--- src/rtl/div_u.sv ---
// Iterative RV32M divide/remainder unit (DIV, DIVU, REM, REMU).
// Radix-2 restoring divider, one quotient bit per cycle, with fast paths for /0 and overflow.
module div_u (
    input  logic        clk,
    input  logic        reset,
    input  logic        Enable,
    input  logic [31:0] rs1,
    input  logic [31:0] rs2,
    input  logic [11:0] funct3,
    output logic [31:0] rd,
    output logic        Busy,
    output logic        Done
);

    localparam logic [11:0] OpDiv  = 12'b011000110011;
    localparam logic [11:0] OpDivu = 12'b011010110011;
    localparam logic [11:0] OpRem  = 12'b011100110011;
    localparam logic [11:0] OpRemu = 12'b011110110011;

    typedef enum logic [1:0] {StIdle, StCalc, StFix, StDone} state_e;

    state_e      r_state;
    state_e      w_state_nxt;
    logic        r_is_rem;
    logic        r_neg_q;
    logic        r_neg_r;
    logic [32:0] r_rem;
    logic [31:0] r_quo;
    logic [31:0] r_div;
    logic [4:0]  r_cnt;
    logic [31:0] r_rd;

    logic        w_valid;
    logic        w_signed;
    logic        w_accept;
    logic        w_dbz;
    logic        w_ovf;
    logic [31:0] w_abs_a;
    logic [31:0] w_abs_b;
    logic [32:0] w_shift;
    logic [32:0] w_trial;
    logic [31:0] w_res_q;
    logic [31:0] w_res_r;

    assign w_valid  = (funct3 == OpDiv) || (funct3 == OpDivu) ||
                      (funct3 == OpRem) || (funct3 == OpRemu);
    // funct3[0] of the instruction (bit 7 here) distinguishes unsigned from signed.
    assign w_signed = ~funct3[7];
    assign w_accept = ((r_state == StIdle) || (r_state == StDone)) && Enable && w_valid;
    assign w_dbz    = (rs2 == 32'd0);
    assign w_ovf    = w_signed && (rs1 == 32'h8000_0000) && (rs2 == 32'hFFFF_FFFF);
    assign w_abs_a  = (w_signed && rs1[31]) ? -rs1 : rs1;
    assign w_abs_b  = (w_signed && rs2[31]) ? -rs2 : rs2;

    assign w_shift  = {r_rem[31:0], r_quo[31]};
    assign w_trial  = w_shift - {1'b0, r_div};
    assign w_res_q  = r_neg_q ? -r_quo : r_quo;
    assign w_res_r  = r_neg_r ? -r_rem[31:0] : r_rem[31:0];

    always_ff @(posedge clk) begin
        if (reset) begin
            r_state <= StIdle;
        end else begin
            r_state <= w_state_nxt;
        end
    end

    always_comb begin
        w_state_nxt = r_state;
        case (r_state)
            StIdle: begin
                if (w_accept) w_state_nxt = (w_dbz || w_ovf) ? StFix : StCalc;
            end
            StCalc: begin
                if (r_cnt == 5'd31) w_state_nxt = StFix;
            end
            StFix: begin
                w_state_nxt = StDone;
            end
            StDone: begin
                if (w_accept) w_state_nxt = (w_dbz || w_ovf) ? StFix : StCalc;
                else          w_state_nxt = StIdle;
            end
            default: w_state_nxt = StIdle;
        endcase
    end

    always_ff @(posedge clk) begin
        if (reset) begin
            r_is_rem <= 1'b0;
            r_neg_q  <= 1'b0;
            r_neg_r  <= 1'b0;
            r_rem    <= 33'd0;
            r_quo    <= 32'd0;
            r_div    <= 32'd0;
            r_cnt    <= 5'd0;
            r_rd     <= 32'd0;
        end else if (w_accept) begin
            r_is_rem <= funct3[8];
            r_cnt    <= 5'd0;
            r_div    <= w_abs_b;
            if (w_dbz) begin
                r_quo   <= 32'hFFFF_FFFF;
                r_rem   <= {1'b0, rs1};
                r_neg_q <= 1'b0;
                r_neg_r <= 1'b0;
            end else if (w_ovf) begin
                r_quo   <= 32'h8000_0000;
                r_rem   <= 33'd0;
                r_neg_q <= 1'b0;
                r_neg_r <= 1'b0;
            end else begin
                r_quo   <= w_abs_a;
                r_rem   <= 33'd0;
                r_neg_q <= w_signed & (rs1[31] ^ rs2[31]);
                r_neg_r <= w_signed & rs1[31];
            end
        end else if (r_state == StCalc) begin
            r_cnt <= r_cnt + 5'd1;
            r_quo <= {r_quo[30:0], ~w_trial[32]};
            r_rem <= w_trial[32] ? w_shift : w_trial;
        end else if (r_state == StFix) begin
            r_rd <= r_is_rem ? w_res_r : w_res_q;
        end
    end

    assign rd   = r_rd;
    assign Busy = (r_state == StCalc) || (r_state == StFix);
    assign Done = (r_state == StDone);

endmodule

--- config.mk ---
export PLATFORM = sky130hd
export DESIGN_NAME = div_u
export DESIGN_NICKNAME = d
export VERILOG_FILES = /design/src/rtl/div_u.sv
export SDC_FILE = /design/constraint.sdc
export NUM_CORES = 1
export LEC_CHECK = 0
export BUFFER_PORTS_ARGS = -buffer_cell sky130_fd_sc_hd__buf_2
export CAP_MARGIN = 30
export CORE_UTILIZATION = 50
export DETAILED_ROUTE_END_ITERATION = 12
export PLACE_DENSITY = 0.81
export SLEW_MARGIN = 10
export SYNTH_ARGS = -nofsm -noshare
export SYNTH_HDL_FRONTEND = slang
export SYNTH_SLANG_ARGS = --single-unit
--- constraint.sdc ---
create_clock -name clk -period 4.3 [get_ports clk]
set_input_delay 0.215 -clock clk [delete_from_list [all_inputs] [get_ports clk]]
set_output_delay 0.215 -clock clk [all_outputs]
set_load 0.05 [all_outputs]
# == After elaboration in Yosys (flattened, before gate mapping) ==
# Cells that the tools add are included.
# op_classes
n_mux,22
addsub,6
n_eq_ne,12
bitwise,7
n_reduce_logical,18
# op_table
cell,count
$mux W32,13
$neg A32 Y32,4
$eq A32 B32 Y1 const B,2
$eq A12 B11 Y1 const B,4
$sub A33 B32 Y33,1
$logic_not A32 Y1,1
$mux W2,4
$pmux W2 S4,1
$logic_and A1 B1 Y1,6
$logic_or A1 B1 Y1,6
$add A5 B1 Y5 const B,1
$eq A5 B5 Y1 const B,1
$eq A2 B2 Y1 const B,2
$mux W1,4
$ne A2 B2 Y1 const B,2
$not A1 Y1,4
$reduce_and A3 Y1,1
$and A1 B1 Y1,2
$eq A2 B1 Y1 const B,1
$logic_not A2 Y1,1
$reduce_and A2 Y1,1
$reduce_bool A2 Y1,1
$reduce_or A2 Y1,1
$xor A1 B1 Y1,1
# totals
in_bits,79
register_bits,138
word_cells,74
output_inout_bits,34

# == Logic depth before layout (Yosys ltp) ==
# Gate-level depths: netlist of the first run.
# depth
word_depth,7
ltp_mapped,14
mapped_depth_nobuf,12

# == Least setup slack after synthesis of the first run ==
# OpenSTA, ideal clock, no wires.
# synth_timing
path_type,register -> register
startpoint,register r_quo[31]
endpoint,register r_rem[26]
required_time_ps,4180
setup_time_ps,120
slack_ps,1002
n_path_buf,2
stages_incl_launch_ff,15
arrival_ps,3178
period_less_slack_ps,3298
path_cell_list,dfxtp_1 -> inv_1 -> ha_1 -> fa_1 -> nor2b_1 -> o31a_1 -> o2111ai_1 -> a21oi_1 -> a21oi_1 -> xnor2_1 -> buf_2 -> buf_1 -> o221ai_1 -> o22ai_1 -> a21oi_1
# synth_between
elab_chain_cells,4
# synth_lines
item,line,source
"start, declared",28,logic [31:0] r_quo;
"start signal, assigned",113,r_quo <= w_abs_a;
"start signal, assigned",120,"r_quo <= {r_quo[30:0], ~w_trial[32]};"
$sub A33 B32 Y33,56,"assign w_trial = w_shift - {1'b0, r_div};"
$mux W32,121,r_rem <= w_trial[32] ? w_shift : w_trial;
$mux W32,118,end else if (r_state == StCalc) begin
$mux W32,98,end else if (w_accept) begin
"end signal, assigned",104,"r_rem <= {1'b0, rs1};"
"end signal, assigned",121,
"end, declared",27,logic [32:0] r_rem;
# Every way passes these cells. The select of a mux whose other input is x is not followed.
# A chain may end at the register's enable or synchronous reset.

# == Worst setup path in the final report of the first run ==
# layout_timing
startpoint,register r_quo[31]
endpoint,register r_rem[13]
# The elaborated chain is that of the path after synthesis.

==> results.toml, run 1 <==
[grt]
grt_first_pass_wirelength_um = 48700
grt_start_max_net_pins = 73
antenna_found_initial = 1
overflow = 0
grt_use_total_pct = 27.6
grt_pass1_vias = 9701

[worst_setup_path]
cp_top_family = "compound AO/OA/AOI/OAI gates"
end_kind = "flop"
critPathMaxStageDelay_ns = 0.42
crit_path_start_kind = "flop"
r2r_cells = 13
cp.required_ns = 4.62
crit_slowest_cell = "buf_4"
path_max_fanout = 32
cp.arrival_ns = 3.96
crit_top_cell = "a21oi_1"
crit_chain = "inv_1, ha_1, fa_1, nor2b_1, o31a_1, o2111ai_1, a21oi_1, a21oi_1, xnor2_2, buf_4, mux2i_1, a21oi_1, a22o_1"
critPathKind = "flop to flop"
cp.depth = 13
worst-path-buf-inv = 2

[route]
wl_per_cell_um = 17.1
wl_um = 30300
post-route-drc-count = 0
via_per_inst = 6.15
vias = 10900
first_iter_violations = 952
first_pass_iters = 8
drtAntennaViolNets = 0

[synth]
yosysWarnings = 0
syn_avg_cell_area_sq_um = 7.54
ys_seq_area_share_pct = 25.8
synth-seq-cells = 138
synth_area_sq_mm = 0.0107
synth_edf_count = 0
ys_async_sr_fraction_pct = 0
synth_cells = 1422
synth_nets = 1545
synth_cell_types = 66
ys.flop_type = "dfxtp_1"

[power_and_ir_drop]
seqPwrFrac_pct = 19.4
switching_share_pct = 47.0
combPwrFrac_pct = 64.5
leakage_nw = 4.89
power.density_mw_per_mm2 = 766
clock_power_share_pct = 16.1
p_total_w = 0.00923
p_int_w = 0.00489
p_sw_w = 0.00434
peakVddDrop_uv = 1010

[timing]
worstMarginPinSlew_ns = 0.968
finClkSkew_ns = 0.00694
rsz0062_at_grt = "no"
timing.fmax_mhz = 275
relSlewSlack_pct = 35.4
hold_viol = 0
slew_violations = 0
timing.final.crit_share_pct = 84.7
finalSetupViolations = 0
tns_ns = 0
min_period_ns = 3.64

[placement]
gp_congestion = 0.972
io_buffer_count = 112
placed_cells_incl_taps = 1737
dp_hpwl_um = 23000
place_area_sq_mm = 0.0114

[cts]
htree_levels = 4
root_buffer = "clkbuf_16"
cts_buffers = 17
cts_tree = "done"
cts.clk_slew.worst_paths_ns = 0.06
clock_latency_ns = 0.43
clockBufferDepth = 2
holdBufCountCts = 0
cts_num_sinks = 138
ctsResizeCount = 0
cts_setup_buffers = 0

[layout]
layout-drive-gt1-share_pct = 12.1
utilization_pct = 57.3
design_area_sq_mm = 0.0120
layout_common_cells = "154 x nor2_1, 137 x dfxtp_1, 111 x buf_2"
fillers = 1928
syn_to_final_growth_pct = 12.4
nets = 1606
final_common_cell = "nor2_1"
layout.cells.non_filler = 1772

[floorplan]
rows = 53
die_w_um = 148
start_util_pct = 51.0
die_area_sq_mm = 0.0220
die_h_um = 148
io_pins = 113
core_sq_mm = 0.0210

[min_path]
hold_path.class = "input pin to flop"
holdPathStages = 3

[outcome]
outcome = "finished clean"

[run]
maxCapViolCount = 0
## metal layers
layer / up-vias / global-route usage, % / share of wire [%]
met2: 490 / 43.7 / 44
met1: 5042 / 37.7 / 45
met3: 60 / 3.83 / 7.7
met5: - / 0 / 0
li1: 5313 / - / -
met4: 0 / 10.7 / 2.8
## registers in the layout, summed over array words and instances, names as in the netlist
register and count:
r_rem 32, r_is_rem 1, r_state 2, r_cnt 5, r_quo 32, r_div 32
r_neg_q 1, r_neg_r 1, rd 32
## power by group through the flow
stage | clock network [W] | logic, W | registers [W]
after floorplan | 0 | 0.00449 | 0.00177
after global placement | 0 | 0.00572 | 0.00179
after detailed placement | 0 | 0.00580 | 0.00180
after CTS | 0.00150 | 0.00586 | 0.00177
after global routing | 0.00156 | 0.00648 | 0.00181
final | 0.00149 | 0.00595 | 0.00179
## area by class of cell
type                       instances  area [sq um]  area share [%]
multi-input combinational       1131          7380            61.3
sequential                       138          2760            22.9
timing repair buffer             131           726            6.02
clock buffer                      23           468            3.88
tap                              275           344            2.86
inverter                          64           240            1.99
clock inverter                     9           120           0.997
antenna                            1          2.50          0.0208
## logic make-up after synthesis
kind of cell	after synthesis	share of synthesized area [%]
and+or+nand+nor	461	20.8
AOI/OAI and AO/OA	427	25.7
buffers and inverters	153	5.56
xor gates and xnor gates	139	11.4
DFF	138	25.8
muxes	60	5.60
adders and majority gates	44	5.21
## worst register-to-register path: stages, from the launching register on
cell and delay (ns):
dfxtp_1 0.40, inv_1 0.16, ha_1 0.27, fa_1 0.41, nor2b_1 0.22, o31a_1 0.21
o2111ai_1 0.21, a21oi_1 0.31, a21oi_1 0.18, xnor2_2 0.17, buf_4 0.42, mux2i_1 0.26
a21oi_1 0.08, a22o_1 0.22
## final timing paths
kind	from	end	slack, ns
min	funct3[8]	r_is_rem	0.03
max	r_quo[31]	r_rem[13]	0.66
min reg2reg	rd[27]	rd[27]	0.45
max reg2reg	r_quo[31]	r_rem[13]	0.66
## synth_stat cells (20+ instances only)
cell	number	area (sq um)
xnor2_1	74	648
nand2_1	109	409
xor2_1	65	569
or3_1	26	163
nor3_1	41	205
ha_1	43	538
a21oi_1	107	536
o31ai_1	35	263
inv_1	64	240
a211oi_1	45	338
o21ai_0	102	510
mux2i_1	60	601
a221oi_1	24	210
clkbuf_1	76	285
dfxtp_1	138	2760
nor2_1	154	578
nand3_1	20	100
## through the flow
step           setup WS, ns  hold slack [ns]
6_report              0.657           0.0343
5_1_grt               0.472           0.0311
4_1_cts               0.668           0.0239
3_5_place_dp          0.673            0.433
3_3_place_gp          0.745            0.426
2_1_floorplan          1.00            0.325
No activity file was read; power rests on OpenSTA's default activity.
==> run 2, diff against run 1 <==
PLACE_DENSITY = 0.83   (was 0.81)
clock period = 3.3 ns   (was 4.3 ns; I/O delays follow)
==> results.toml, run 2 (synthesized netlist as in run 1, its figures left out) <==
[worst_setup_path]
critPathMaxStageDelay_ns = 0.51
cp.arrival_ns = 3.47
crit_top_cell = "or3_1"
r2r_cells = 10
path_max_fanout = 5
crit_chain = "or3_1, or3_1, or4_1, nor4_1, buf_4, nand2_1, o21ai_0, xor2_1, a21oi_1, or2_2"
cp.depth = 10
worst-path-buf-inv = 1
end_kind = "flop"
cp.required_ns = 3.61
crit_slowest_cell = "or4_1"
crit_path_start_kind = "flop"
cp_top_family = "simple AND/OR/NAND/NOR gates"
critPathKind = "flop to flop"

[cts]
htree_levels = 4
clockBufferDepth = 2
cts_num_sinks = 138
clock_latency_ns = 0.44
cts_buffers = 17
cts_tree = "done"
cts.clk_slew.worst_paths_ns = 0.05
root_buffer = "clkbuf_16"

[floorplan]
die_h_um = 148
rows = 53
die_w_um = 148
start_util_pct = 51.0
io_pins = 113
core_sq_mm = 0.0210
die_area_sq_mm = 0.0220

[timing]
fin_ws_ns = 0.147
hold_viol = 0
min_period_ns = 3.15
timing.fmax_mhz = 317
relSlewSlack_pct = 35.2
tns_ns = 0
whs_ns = 0.0322
finClkSkew_ns = 0.0100
finalSetupViolations = 0
worstMarginPinSlew_ns = 0.963
timing.final.crit_share_pct = 95.5
slew_violations = 0

[route]
wl_um = 31500
post-route-drc-count = 0
vias = 11000
via_per_inst = 6.06
first_iter_violations = 1043
first_pass_iters = 7
wl_per_cell_um = 17.3
drtAntennaViolNets = 0

[layout]
syn_to_final_growth_pct = 16.5
utilization_pct = 59.4
layout-drive-gt1-share_pct = 15.1
nets = 1651
final_common_cell = "nor2_1"
layout_common_cells = "154 x nor2_1, 136 x dfxtp_1, 111 x buf_2"

[placement]
dp_hpwl_um = 24400
io_buffer_count = 112
pre_cts_ws_ns = -0.0220
gp_congestion = 0.966

[grt]
grt_first_pass_wirelength_um = 50300
antenna_found_initial = 1
grt_start_max_net_pins = 72
overflow = 0
grt_pass1_vias = 9941
grt_use_total_pct = 28.7

[power_and_ir_drop]
peakVddDrop_uv = 1050
leakage_nw = 5.16
power.density_mw_per_mm2 = 1040
p_total_w = 0.0129

[outcome]
outcome = "finished clean"

[min_path]
holdPathStages = 2
hold_path.class = "input pin to flop"

[run]
maxCapViolCount = 0
[run 2: cell type report]
| cell class | instances | area, sq um |
|---|---|---|
| Fill cell | 1894 | 8530 |
| Multi-Input combinational cell | 1131 | 7400 |
| Sequential cell | 138 | 2770 |
| Timing Repair Buffer | 176 | 1090 |
| Clock buffer | 24 | 512 |
| Tap cell | 275 | 344 |
| Inverter | 64 | 240 |
| Clock inverter | 7 | 135 |
| Antenna cell | 1 | 2.50 |
[run 2: worst register-to-register path, delay by kind of cell (launching register included)]
kind,cells,cell delay (ns)
simple gates,6,2.03
compound gates,2,0.27
buf+inv,1,0.17
flops,1,0.37
xor+xnor,1,0.19
[run 2: path summary, 6_finish.rpt]
path                             endpoint  slack [ns]  startpoint
worst max-delay path               rd[28]        0.15   r_rem[17]
worst min-delay path            r_rem[14]        0.03     rs1[14]
worst max register to register     rd[28]        0.15   r_rem[17]
worst min register to register     rd[27]        0.43      rd[27]
[run 2: metal layers]
metal / global-route usage [%] / routed length [um] / vias to the layer above
met4: 9.90 / 865 / 0
met3: 5.40 / 2460 / 62
li1: - / - / 5398
met5: 0 / 0 / -
met1: 39.1 / 14300 / 5076
met2: 45.0 / 13900 / 464
[run 2: repair_timing]
action	CTS	global route
hold endpoints to repair	1	0
hold buffers	1	0
gates resized for setup	0	9
endpoints found under the setup margin	6	31
setup buffers	1	0
pin swaps	1	0
[run 2: where the power goes]
| group | switching, W | leakage, nW | internal (W) |
|---|---|---|---|
| logic | 0.00481 | 3.72 | 0.00376 |
| clock network | 0.000736 | 0.322 | 0.00138 |
| registers | 0.000351 | 1.12 | 0.00191 |
[run 2: metrics by stage]
step,instance area [sq um],cells
finish,12500,1816
global route,12500,1816
CTS,12500,1814
detailed placement,11800,1781
global placement,11800,1778
floorplan,10700,1422
==> run 3, diff against run 2 <==
PLACE_DENSITY = 0.81   (was 0.83)
SLEW_MARGIN = not set   (was 10)
clock period = 3 ns   (was 3.3 ns; I/O delays follow)
==> results.toml, run 3 (synthesized netlist as in run 1, its figures left out) <==
[outcome]
outcome = "finished clean"

[placement]
io_buffer_count = 112
pre_cts_ws_ns = -0.202
place_area_sq_mm = 0.0123
dp_hpwl_um = 25300
gp_congestion = 0.981

[cts]
cts_tree = "done"
clock_latency_ns = 0.44
cts_buffers = 17
cts_num_sinks = 138
root_buffer = "clkbuf_16"
cts.clk_slew.worst_paths_ns = 0.06
htree_levels = 4
clockBufferDepth = 2

[worst_setup_path]
crit_path_start_kind = "flop"
r2r_cells = 14
crit_chain = "inv_1, ha_2, fa_2, nor2b_4, buf_4, o31ai_4, a21oi_2, buf_4, nor3_1, o31ai_1, xor2_1, mux2i_1, a21oi_1, a22o_1"
cp.arrival_ns = 3.23
critPathKind = "flop to flop"
critPathMaxStageDelay_ns = 0.42
crit_top_cell = "buf_4"
crit_slowest_cell = "fa_2"
path_max_fanout = 2
worst-path-buf-inv = 3
cp.required_ns = 3.32
cp_top_family = "compound AO/OA/AOI/OAI gates"
end_kind = "flop"
cp.depth = 14

[timing]
fin_ws_ns = 0.0973
min_period_ns = 2.90
hold_viol = 0
finalSetupViolations = 0
relSlewSlack_pct = 29.3
timing.fmax_mhz = 345
timing.final.crit_share_pct = 96.8
slew_violations = 0
worstMarginPinSlew_ns = 1.06
finClkSkew_ns = 0.00832

[grt]
grt_pass1_vias = 10300
overflow = 0
antenna_found_initial = 2
grt_start_max_net_pins = 69
grt_first_pass_wirelength_um = 52500
grt_use_total_pct = 29.9

[run]
maxCapViolCount = 0

[power_and_ir_drop]
p_total_w = 0.0163
leakage_nw = 5.52
power.density_mw_per_mm2 = 1230
peakVddDrop_uv = 1010

[floorplan]
rows = 53
die_w_um = 148
start_util_pct = 51.0
die_h_um = 148
io_pins = 113
core_sq_mm = 0.0210
die_area_sq_mm = 0.0220

[route]
vias = 11400
drtAntennaViolNets = 0
wl_per_cell_um = 17.8
post-route-drc-count = 0
via_per_inst = 6.05
first_pass_iters = 5
first_iter_violations = 909
wl_um = 33400

[layout]
design_area_sq_mm = 0.0132
final_common_cell = "nor2_1"
layout-drive-gt1-share_pct = 20.4
nets = 1715
syn_to_final_growth_pct = 23.5
layout_common_cells = "153 x nor2_1, 134 x dfxtp_1, 120 x buf_4"
fillers = 1825

[min_path]
hold_path.class = "input pin to flop"
holdPathStages = 3
-- run 3: cell count changes in the layout (fill, tap and decap cells not counted), sizes merged --
cell / before / now
dlygate4sd3: 1 / 2
clkinv: 3 / 2
clkinvlp: 0 / 3
bufinv: 4 / 6
clkbuf: 24 / 22
buf: 175 / 237
-- run 3: worst paths after layout --
| check | start | endpoint | slack [ns] |
|---|---|---|---|
| worst max register to register | r_quo[31] | r_rem[18] | 0.1 |
| worst min register to register | r_div[22] | r_div[22] | 0.45 |
| worst max-delay path | r_quo[31] | r_rem[18] | 0.1 |
| worst min-delay path | rs1[5] | r_rem[5] | 0.02 |
-- run 3: metal layers --
metal  global-route usage (%)  vias up  part of all wire (%)
li1                         -     5527                     -
met3                     4.91       73                   7.3
met5                        0        -                 0.039
met2                     47.9      501                    45
met4                     11.4        2                   2.9
met1                     39.9     5282                    44
-- run 3: final cells by class --
cell class | instances | area, sq um | share of cell area (%)
diodes | 1 | 2.50 | 0.0189
well taps | 275 | 344 | 2.60
clock buffers | 21 | 460 | 3.48
flip-flops and latches | 138 | 2770 | 20.9
clock inverters | 11 | 216 | 1.64
inverters | 64 | 240 | 1.81
repair buffers | 240 | 1610 | 12.2
multi-input cells | 1131 | 7590 | 57.4
-- run 3: metrics by stage --
step | utilization, % | setup TNS (ns) | std cells | hold WS [ns]
after floorplan | - | 0 | 1422 | 0.260
after global placement | 58.4 | -1.92 | 1841 | 0.413
after detailed placement | 58.5 | -3.95 | 1843 | 0.424
after CTS | 62.1 | 0 | 1879 | 0.0124
after global routing | 63.0 | -0.137 | 1881 | 0.00765
final | 63.0 | 0 | 1881 | 0.0195
-- run 3: worst register-to-register path, delay by kind of cell, from the launching register on --
family / cells / cell delay (ns)
adder cells (fa/ha/maj): 2 / 0.62
AO/OA/AOI/OAI: 5 / 1.00
AND/OR/NAND/NOR: 2 / 0.19
multiplexers: 1 / 0.15
XOR/XNOR: 1 / 0.14
flip-flops: 1 / 0.32
buffers and inverters: 3 / 0.36
-- run 3: repair_timing --
item                                   4_1_cts  5_1_grt
pin swaps                                    2       13
endpoints found under the hold margin        2        0
buffers inserted                             2        1
setup endpoints to repair                   32       37
hold buffers                                 2        0
resized for setup                           10       38
cloned                                       0        1
-- run 3: power by group --
| group | internal [W] | total [W] | switching (W) |
|---|---|---|---|
| sequential | 0.00210 | 0.00243 | 0.000333 |
| combinational | 0.00546 | 0.0114 | 0.00596 |
| clock | 0.00160 | 0.00244 | 0.000839 |
